**src/rtl/tych_egr_c2m_avl_pkg.sv**
```systemverilog
// Shared stream types for the egress core-to-MAC Avalon adapter.
// Holds MAC TX / core AVL beat layouts, the internal beat and the framing states.
package tych_egr_c2m_avl_pkg;

    localparam int MAC_DATA_W  = 64;
    localparam int MAC_EMPTY_W = 3;
    localparam int DBG_ID_W    = 12;

    typedef struct packed {
        logic                   valid;
        logic [MAC_DATA_W-1:0]  data;
        logic                   sop;
        logic                   eop;
        logic [MAC_EMPTY_W-1:0] empty;
        logic                   error;
    } mac_avltx_t;

    typedef struct packed {
        logic                   valid;
        logic [MAC_DATA_W-1:0]  data;
        logic                   sop;
        logic                   eop;
        logic [MAC_EMPTY_W-1:0] empty;
        logic                   error;
        logic [DBG_ID_W-1:0]    frm_dbg_id;
    } core_avl_t;

    // Beat as held in the output buffer; dbg_id travels with it but never reaches the MAC.
    typedef struct packed {
        logic [MAC_DATA_W-1:0]  data;
        logic                   sop;
        logic                   eop;
        logic [MAC_EMPTY_W-1:0] empty;
        logic                   error;
        logic [DBG_ID_W-1:0]    dbg_id;
    } beat_t;

    localparam int BEAT_W = $bits(beat_t);

    typedef enum logic [1:0] {
        ST_IDLE,
        ST_INFRM,
        ST_DROP
    } frm_st_t;

endpackage

```
**src/rtl/tych_avl_skid.sv**
```systemverilog
// Generic 2-entry skid buffer: output register plus one skid entry.
// in_ready is registered so upstream never sees a path from out_ready.
module tych_avl_skid #(
    parameter int W = 8
) (
    input  logic         clk,
    input  logic         rst,
    input  logic         in_valid,
    input  logic [W-1:0] in_data,
    output logic         in_ready,
    output logic         out_valid,
    output logic [W-1:0] out_data,
    input  logic         out_ready
);

    logic         skid_valid;
    logic         skid_nxt;
    logic [W-1:0] skid_data;
    logic         in_fire;
    logic         out_free;

    assign in_fire  = in_valid & in_ready;
    assign out_free = !out_valid | out_ready;

    always_comb begin
        skid_nxt = skid_valid;
        if (out_free) begin
            skid_nxt = 1'b0;
        end else if (in_fire) begin
            skid_nxt = 1'b1;
        end
    end

    always_ff @(posedge clk) begin
        if (rst) begin
            out_valid  <= 1'b0;
            out_data   <= '0;
            skid_valid <= 1'b0;
            skid_data  <= '0;
            in_ready   <= 1'b0;
        end else begin
            skid_valid <= skid_nxt;
            in_ready   <= !skid_nxt;
            if (out_free) begin
                // in_ready is low whenever the skid holds a beat, so no collision
                if (skid_valid) begin
                    out_valid <= 1'b1;
                    out_data  <= skid_data;
                end else begin
                    out_valid <= in_fire;
                    if (in_fire) begin
                        out_data <= in_data;
                    end
                end
            end else if (in_fire) begin
                skid_data <= in_data;
            end
        end
    end

endmodule

```
**src/rtl/tych_egr_c2m_avl.sv**
```systemverilog
// Egress adapter: core AVL stream to MAC TX Avalon-ST with framing repair,
// skid-buffered backpressure and frame statistics.
module tych_egr_c2m_avl
    import tych_egr_c2m_avl_pkg::*;
#(
    parameter int CNT_W = 16
) (
    input  logic                clk,
    input  logic                rst,
    input  core_avl_t           core_avl,
    output logic                core_ready,
    output mac_avltx_t          mac_tx,
    input  logic                mac_tx_ready,
    output logic [CNT_W-1:0]    tx_frm_cnt,
    output logic [CNT_W-1:0]    drop_frm_cnt,
    output logic [DBG_ID_W-1:0] last_dbg_id
);

    frm_st_t             st;
    frm_st_t             st_nxt;
    logic                err_q;
    logic                err_nxt;
    logic [DBG_ID_W-1:0] dbg_q;
    logic [DBG_ID_W-1:0] dbg_nxt;
    logic                acc;
    logic                fwd;
    logic                drop_inc;
    logic                tx_eop;
    beat_t               beat;
    beat_t               out_beat;
    logic [BEAT_W-1:0]   out_raw;
    logic                out_valid;

    assign acc = core_avl.valid & core_ready;

    always_comb begin
        st_nxt      = st;
        err_nxt     = err_q;
        dbg_nxt     = dbg_q;
        fwd         = 1'b0;
        drop_inc    = 1'b0;
        beat.data   = core_avl.data;
        beat.sop    = core_avl.sop;
        beat.eop    = core_avl.eop;
        beat.empty  = core_avl.empty;
        beat.error  = 1'b0;
        beat.dbg_id = core_avl.sop ? core_avl.frm_dbg_id : dbg_q;
        if (acc) begin
            unique case (st)
                ST_IDLE, ST_DROP: begin
                    if (core_avl.sop) begin
                        fwd        = 1'b1;
                        beat.error = core_avl.eop & core_avl.error;
                        dbg_nxt    = core_avl.frm_dbg_id;
                        err_nxt    = !core_avl.eop & core_avl.error;
                        st_nxt     = core_avl.eop ? ST_IDLE : ST_INFRM;
                    end else if (st == ST_IDLE) begin
                        drop_inc = 1'b1;
                        st_nxt   = core_avl.eop ? ST_IDLE : ST_DROP;
                    end else if (core_avl.eop) begin
                        st_nxt = ST_IDLE;
                    end
                end
                ST_INFRM: begin
                    fwd = 1'b1;
                    if (!core_avl.sop) begin
                        beat.error = core_avl.eop & (core_avl.error | err_q);
                        err_nxt    = !core_avl.eop & (core_avl.error | err_q);
                        st_nxt     = core_avl.eop ? ST_IDLE : ST_INFRM;
                    end else begin
                        // Early sop closes the open frame as an errored eop
                        beat.sop    = 1'b0;
                        beat.eop    = 1'b1;
                        beat.error  = 1'b1;
                        beat.dbg_id = dbg_q;
                        drop_inc    = 1'b1;
                        err_nxt     = 1'b0;
                        st_nxt      = core_avl.eop ? ST_IDLE : ST_DROP;
                    end
                end
                default: st_nxt = ST_IDLE;
            endcase
        end
    end

    tych_avl_skid #(
        .W (BEAT_W)
    ) u_skid (
        .clk       (clk),
        .rst       (rst),
        .in_valid  (fwd),
        .in_data   (beat),
        .in_ready  (core_ready),
        .out_valid (out_valid),
        .out_data  (out_raw),
        .out_ready (mac_tx_ready)
    );

    assign out_beat     = beat_t'(out_raw);
    assign mac_tx.valid = out_valid;
    assign mac_tx.data  = out_beat.data;
    assign mac_tx.sop   = out_beat.sop;
    assign mac_tx.eop   = out_beat.eop;
    assign mac_tx.empty = out_beat.empty;
    assign mac_tx.error = out_beat.error;

    assign tx_eop = out_valid & mac_tx_ready & out_beat.eop;

    always_ff @(posedge clk) begin
        if (rst) begin
            st           <= ST_IDLE;
            err_q        <= 1'b0;
            dbg_q        <= '0;
            tx_frm_cnt   <= '0;
            drop_frm_cnt <= '0;
            last_dbg_id  <= '0;
        end else begin
            st    <= st_nxt;
            err_q <= err_nxt;
            dbg_q <= dbg_nxt;
            if (drop_inc) begin
                drop_frm_cnt <= drop_frm_cnt + CNT_W'(1);
            end
            if (tx_eop) begin
                tx_frm_cnt  <= tx_frm_cnt + CNT_W'(1);
                last_dbg_id <= out_beat.dbg_id;
            end
        end
    end

endmodule

```
**config.mk**
```make
export PLATFORM = sky130hd
export DESIGN_NAME = tych_egr_c2m_avl
export DESIGN_NICKNAME = d
export VERILOG_FILES = /design/src/rtl/tych_egr_c2m_avl_pkg.sv /design/src/rtl/tych_avl_skid.sv /design/src/rtl/tych_egr_c2m_avl.sv
export SDC_FILE = /design/constraint.sdc
export NUM_CORES = 1
export LEC_CHECK = 0
export ABC_AREA = 1
export CAP_MARGIN = 0
export CELL_PAD_IN_SITES_DETAIL_PLACEMENT = 1
export CELL_PAD_IN_SITES_GLOBAL_PLACEMENT = 1
export CORE_MARGIN = 5
export CORE_UTILIZATION = 37
export CTS_CLUSTER_DIAMETER = 100
export CTS_CLUSTER_SIZE = 10
export DETAILED_ROUTE_END_ITERATION = 10
export PLACE_DENSITY = 0.83
export SETUP_SLACK_MARGIN = 0.02
export SLEW_MARGIN = 25
export SYNTH_ARGS = -nofsm -noshare
export SYNTH_HDL_FRONTEND = slang
export SYNTH_SLANG_ARGS = --single-unit
export TNS_END_PERCENT = 30
```
**constraint.sdc**
```tcl
create_clock -name clk -period 1.7 [get_ports clk]
set_input_delay 0.425 -clock clk [delete_from_list [all_inputs] [get_ports clk]]
set_output_delay 0.425 -clock clk [all_outputs]
set_load 0.01 [all_outputs]
```
Word-level counts from Yosys, hierarchy flattened
Index checks and enable logic that the tools add are counted.

Add/sub/neg operators: 2. Equal/unequal tests: 4. Muxes and demuxes: 32. Bitwise gates (word level): 11. Reduce and logical (&&, ||, !) cells: 12.

Operators with widths (number): 82-bit two-way mux (2); 12-bit two-way mux (3); 16-bit by 1-bit adder with 16-bit output, second input constant (2); 1-bit two-way mux (14); 2-bit two-way mux (7); 13-bit two-way mux (1); 1-bit bitwise AND (8); 1-bit one-hot mux with 2 select lines (4); 2-bit AND reduction (4); 4-bit != test, second input constant (1); 2-bit one-hot mux with 2 select lines (1); 2-bit nonzero test (2); 1-bit logical NOT (3); 3-bit AND reduction (1); 2-bit by 1-bit equality test with 1-bit output, second input constant (1); 2-bit equality test, second input constant (1); 2-bit logical NOT (1); 2-bit != test, second input constant (1); 1-bit bitwise OR (2); 2-bit OR reduction (1); 1-bit inverter (1).

Flip-flop bits (word level): 226. Input bits: 86. Output and inout port bits: 116. Word-level logic and storage cells: 72.

Logic depth before layout (Yosys ltp)
Gate-level depths: netlist (run 1).

Depth in word-level cells: 8. Gate-level depth with buffers: 11. Gate-level depth less buffers: 10.

Modules after synthesis
From an unflattened synthesis (run 1), not the netlist that was laid out.

Cell total of the unflattened synthesis: 1695. Area total of the unflattened synthesis: 10694.0 um2.

Modules (own cells, without submodules): tych_avl_skid (instances 1, cells each 1236, area each 7601.0 um2, seq. area each 3343.2 um2); tych_egr_c2m_avl (instances 1, cells each 459, area each 3093.0 um2, seq. area each 1181.1 um2).

Least setup slack after synthesis (run 1)
Ideal clock, no wire load.

Kind: reg2reg. From: register tx_frm_cnt[1]. To: register tx_frm_cnt[12]. Setup time: 0.117 ns. Arrival: 1.438 ns. Data required time: 1.583 ns. Slack: 0.145 ns. Stages on the path, launching flop included: 9. Path buffers: 0. Period minus slack after synthesis: 1.555 ns. Cell sequence: dfxtp_1 -> ha_1 -> inv_1 -> nor2_1 -> nand2_1 -> nor2_1 -> nand2_1 -> o21ai_0 -> nor2_1.

Cells in the longest elaborated chain, start to end: 1.

RTL lines: start, declared (line tych_egr_c2m_avl.sv:14) `output logic [CNT_W-1:0] tx_frm_cnt,`; start signal, assigned (line tych_egr_c2m_avl.sv:125) `tx_frm_cnt <= tx_frm_cnt + CNT_W'(1);`; 16-bit by 1-bit adder with 16-bit output (line tych_egr_c2m_avl.sv:125).

No other way between the ends. A chain may end at the register's enable or synchronous reset.

Worst setup path after layout (run 1)
From: register tx_frm_cnt[7]. To: output port tx_frm_cnt[7].

No word-level cell between the ends.

==> results_dict.tcl, run 1 <==
set metrics [dict create \
    io_buffers 201 \
    endpoint_kind "primary output" \
    fmax_mhz 614 \
    synth_top_area_share 0.439 \
    p_int_mw 9.01 \
    clkSinkCount 226 \
    reg2reg_from "u_skid.in_ready" \
    final-max-slew-violation-count 0 \
    worstHoldStart "u_skid.out_data[9]" \
    grt_pass1_wl_um 51900 \
    drt_iter0_drc 420 \
    critical-path-slowest-cell "dfxtp_1" \
    drtPass1Iterations 4 \
    instances_no_fill 2026 \
    use_met2 0.362 \
    clock_path_buffers 3 \
    worst_r2r_path_depth 9 \
    period_share 0.958 \
    ys_ff_latch 226 \
    syn_nets 1592 \
    status "finished clean" \
    crit_chain "dlygate4sd2_1" \
    wirelength_um 31900 \
    worst_hold_path_type "register to register" \
    grt_setup_unrepaired "yes" \
    synth_cells 1504 \
    row_count 61 \
    vias 10000 \
    syn_area_um2 10300 \
    grtUsageMet3 0.0299 \
    yosysSeqAreaShare 0.439 \
    final_antenna_net_count 0 \
    synth_area_per_cell_um2 6.86 \
    drt-wirelength-per-cell_um 15.8 \
    total_power_mw 11.9 \
    ctsHoldBuffers 0 \
    cts_root_buffer "clkbuf_16" \
    swShare 0.241 \
    hold_depth 2 \
    cts_tree "yes" \
    yosysUniqueCellTypes 35 \
    syn_to_final_growth_pct 28.0 \
    fp.dieW_um 177 \
    p_leak_nw 6.03 \
    worst_ir_drop_vdd_uv 670 \
    start_util 0.373 \
    whs_ns 0.466 \
    hold_path_end "last_dbg_id[9]" \
    gp_congestion 0.854 \
    first_global_vias 10345 \
    layout.nets 1734 \
    hold_violations 0 \
    tns_ns 0 \
    setup_violations 0 \
    combPwrFrac 0.111 \
    drcViolationCount 0 \
    worst-path-buf-inv 1 \
    cts_buffers 26 \
    relSlewSlack 0.690 \
    top_usage_layer "met2" \
    crit_arrival_ns 1.20 \
    finalWorstPathRequiredPeriod_ns 1.63 \
    placed_cells 1996 \
    clkPwrFrac 0.421 \
    path_class "register to primary output" \
    yosys_warnings 0 \
    htree_num_levels 1 \
    drive_gt1_frac 0.0971 \
    skew_ns 0.00781 \
    crit_fanout 5 \
    fillers 3518 \
    synth_area_leaders "dfxtp_1 44%, nor2_1 13%, nand2_1 13%" \
    antenna_found_initial 1 \
    regToRegEndpoint "u_skid.out_data[23]" \
    core_area_um2 27600 \
    grt_max_degree 70 \
    slowest_delay_ns 0.40 \
    vias_per_cell 4.94 \
    die_area_um2 31300 \
    power.share.sequential 0.468 \
    required_ns 1.27 \
    insertion_delay_ns 0.52 \
    yosys.area.top_type "dfxtp_1" \
    p_per_area_nw_per_um2 899 \
    gr-total-overflow 0 \
    io_pins 202 \
    use_met1 0.246 \
    critPathTopFamily "flip-flops" \
    hpwl_um 22100 \
    critPathLaunchType "register" \
    fp.dieH_um 177 \
    grtUsageTotal 0.199 \
    reg2reg_slack_ns 0.13 \
    cap_violations 0 \
    path_clk_slew_ns 0.06 \
    tightest_slew_ns 0.460 \
    p_sw_mw 2.86 \
]
-- worst max-delay path by stage --
stage / depth (start not counted) / from / end / slack, ns
global placement: 8 / core_avl[17] / u_skid.out_data[17] / -0.47
detailed placement: 12 / core_avl[17] / drop_frm_cnt[13] / -0.55
CTS: 1 / tx_frm_cnt[5] / tx_frm_cnt[5] / 0.03
finish: 1 / tx_frm_cnt[7] / tx_frm_cnt[7] / 0.07
floorplan: 8 / tx_frm_cnt[1] / tx_frm_cnt[12] / 0.14
global route: 7 / u_skid.in_ready / u_skid.skid_data[1] / 0.005
-- kinds of logic after synthesis --
group | count (synthesis) | synth area share
AOI/OAI and AO/OA | 283 | 0.143
xor gates and xnor gates | 2 | 0.00170
adders and majority gates | 2 | 0.00243
and+or+nand+nor | 775 | 0.301
DFF | 226 | 0.439
buffers and inverters | 216 | 0.114
-- Yosys cell counts, drive strengths merged --
cell,n
o31ai,1
nor3b,3
clkinv,2
or2,14
nand4,6
nor2,368
o21ai,202
inv,54
clkbuf,55
nor3,6
a31oi,4
a311oi,12
nand2,350
o21a,1
a21oi,63
ha,2
xor2,1
dfxtp,226
nand3,28
buf,105
xnor2,1
-- layer usage --
layer,routed length (um),share of wire
met5,0,0
met4,809,0.025
met3,1240,0.039
met2,15800,0.50
met1,14100,0.44
-- state kept, by name, indices dropped and copies added (netlist names), 2 cells and up --
| name | count |
|---|---|
| dbg_q | 12 |
| drop_frm_cnt | 16 |
| last_dbg_id | 12 |
| st | 2 |
| tx_frm_cnt | 16 |
| u_skid.out_data | 82 |
| u_skid.skid_data | 82 |
-- metrics by stage --
step,util,instance area (um^2),worst slack (ns)
2_1_floorplan,-,10300,0.145
3_5_place_dp,0.456,12600,-0.545
4_1_cts,0.477,13200,0.0313
5_1_grt,0.478,13200,0.00460
6_report,0.478,13200,0.0711
3_3_place_gp,0.456,12600,-0.470
-- placed cells by master, fill, tap and decap left out, types with 2 or more instances in the layout --
cell               n
clkdlybuf4s50_1   84
nand3_1           27
nor2_1           361
a311oi_1          12
nand2_2            3
nand2_1          344
a21oi_1           63
ha_1               2
buf_12            16
clkdlybuf4s15_1    3
nor3_1             5
o21ai_1           61
inv_2              7
clkbuf_16         27
buf_4             57
nand2_4            3
clkinv_1           2
dlygate4sd2_1    113
dfxtp_2           18
or2_2             14
nor3b_1            2
o21ai_0          140
nand4_1            6
dfxtp_4            2
dfxtp_1          206
inv_1             46
a31oi_1            4
nor2_4             5
-- final cells by class --
| type | count | area (um^2) | area share |
|---|---|---|---|
| tap | 378 | 473 | 0.0358 |
| antenna | 1 | 2.50 | 0.000190 |
| sequential | 226 | 4550 | 0.345 |
| clock buffer | 28 | 679 | 0.0514 |
| timing repair buffer | 274 | 2620 | 0.199 |
| inverter | 56 | 213 | 0.0161 |
| clock inverter | 1 | 30.0 | 0.00227 |
| multi-input combinational | 1062 | 4630 | 0.351 |
-- power by group through the flow --
stage	clock [mW]	combinational [mW]	sequential, mW
2_1_floorplan	0	0.795	5.65
3_3_place_gp	0	1.35	5.67
3_5_place_dp	0	1.39	5.68
4_1_cts	5.16	1.32	5.56
5_1_grt	5.34	1.45	5.58
6_report	5.00	1.31	5.56
-- what timing repair did --
action | CTS | global route
endpoints found under the setup margin | 125 | 26
setup buffers | 0 | 0
resized for setup | 133 | 17
cloned | 0 | 0
No activity file was read; power rests on OpenSTA's default activity.
==> run 2: changes to the inputs <==
--- a/config.mk
+++ b/config.mk
@@ -10,11 +10,14 @@
 export CELL_PAD_IN_SITES_DETAIL_PLACEMENT = 1
 export CELL_PAD_IN_SITES_GLOBAL_PLACEMENT = 1
 export CORE_MARGIN = 5
-export CORE_UTILIZATION = 37
+export CORE_UTILIZATION = 45
 export CTS_CLUSTER_DIAMETER = 100
 export CTS_CLUSTER_SIZE = 10
 export DETAILED_ROUTE_END_ITERATION = 10
-export PLACE_DENSITY = 0.83
+export DONT_BUFFER_PORTS = 1
+export GPL_ROUTABILITY_DRIVEN = 0
+export PLACE_DENSITY = 0.82
+export REMOVE_ABC_BUFFERS = 1
 export SETUP_SLACK_MARGIN = 0.02
 export SLEW_MARGIN = 25
 export SYNTH_ARGS = -nofsm -noshare
==> results_dict.tcl, run 2 (same netlist as run 1, synthesis figures left out) <==
set metrics [dict create \
    status "finished clean" \
    cap_violations 0 \
    first_global_vias 9207 \
    mostFrequentLayoutCell "nor2_1" \
    drive_gt1_frac 0.0778 \
    grt_pass1_wl_um 47000 \
    crit_chain "nand2_2 -> nor2_4 -> nor2_8 -> nand2_4 -> nand2_8 -> buf_12 -> o21ai_0 -> nor2_1" \
    mostFrequentLayoutCells "361 x nor2_1, 342 x nand2_1, 224 x dfxtp_1, 144 x o21ai_0, 63 x a21oi_1" \
    drt-wirelength-per-cell_um 17.3 \
    drt_iter0_drc 495 \
    total_power_mw 11.4 \
    whs_ns 0.0430 \
    gr-total-overflow 0 \
    io_buffers 0 \
    critical-path-slowest-cell "dfxtp_1" \
    relSlewSlack 0.673 \
    final-max-slew-violation-count 0 \
    cts_root_buffer "clkbuf_16" \
    setup_ws_ns 0.125 \
    tightest_slew_ns 0.490 \
    period_share 0.927 \
    fmax_mhz 635 \
    hpwl_um 18300 \
    core_area_um2 22600 \
    post_cts_buffers 0 \
    die_area_um2 26100 \
    required_ns 2.11 \
    vias 9033 \
    p_leak_nw 4.61 \
    clock_path_buffers 3 \
    reg_top3 "u_skid.out_data (82), u_skid.skid_data (82)" \
    hold_violations 0 \
    io_pins 202 \
    drtPass1Iterations 4 \
    skew_ns 0.0105 \
    drcViolationCount 0 \
    finalWorstPathRequiredPeriod_ns 1.58 \
    placed_cells 1666 \
    worst-path-buf-inv 1 \
    final_antenna_net_count 0 \
    worst_hold_path_type "primary input to register" \
    antenna_found_initial 1 \
    fp.dieW_um 161 \
    cts_buffers 26 \
    vias_per_cell 5.32 \
    final_core_util 0.482 \
    row_count 55 \
    start_util 0.456 \
    path_clk_slew_ns 0.06 \
    wirelength_um 29300 \
    htree_num_levels 1 \
    endpoint_kind "register" \
    cts_tree "yes" \
    insertedDiodeCount 0 \
    worst_ir_drop_vdd_uv 569 \
    slowest_delay_ns 0.35 \
    crit_arrival_ns 1.98 \
    critPathLaunchType "register" \
    path_class "register to register" \
    critPathTopFamily "simple AND/OR/NAND/NOR gates" \
    layout.nets 1500 \
    insertion_delay_ns 0.52 \
    grt_setup_unrepaired "yes" \
    syn_to_final_growth_pct 5.73 \
    grt_max_degree 73 \
    grtUsageTotal 0.214 \
    instances_no_fill 1698 \
    fp.dieH_um 161 \
    clkSinkCount 226 \
    dp_slack_ns 0.00336 \
    p_per_area_nw_per_um2 1040 \
    crit_fanout 38 \
    setup_violations 0 \
]
==> run 2: where the power goes <==
group	internal (mW)	switching, mW	total (mW)
sequential	5.47	0.170	5.64
combinational	0.289	0.488	0.777
clock	2.93	2.04	4.97
total	8.69	2.70	11.4
==> run 2: final cells by class <==
class	count	area (um^2)
clock buffer	28	679
clock inverter	1	30.0
fill	2954	11700
inverter	56	215
multi-input combinational	1062	4630
sequential	226	4530
tap	285	357
timing repair buffer	40	463
==> run 2: through the flow <==
step	TNS, ns	area (um^2)
finish	0	10900
global route	0	10900
CTS	-0.0563	10800
detailed placement	0	10100
global placement	0	10100
floorplan	-365.88	9350
==> run 2: repair_timing <==
item / 4_1_cts / 5_1_grt
gates resized for setup: 0 / 11
cloned: 0 / 2
endpoints found under the setup margin: 23 / 116
endpoints found under the hold margin: 31 / 0
hold buffers: 1 / 0
==> run 2: layer usage <==
layer	vias to the layer above	share of wire	GRT usage
li1	4528	-	-
met1	4285	0.42	0.251
met2	172	0.48	0.384
met3	46	0.068	0.0607
met4	2	0.025	0.0558
met5	-	0.00068	0
==> run 2: path summary, 6_finish.rpt <==
| kind | cells past startpoint | to | startpoint | slack, ns |
|---|---|---|---|---|
| worst min-delay path | 2 | u_skid.skid_data[13] | core_avl[13] | 0.04 |
| worst min register to register | 2 | last_dbg_id[10] | u_skid.out_data[10] | 0.45 |
| worst max register to register | 8 | u_skid.out_data[13] | u_skid.in_ready | 0.12 |
| worst max-delay path | 8 | u_skid.out_data[13] | u_skid.in_ready | 0.12 |
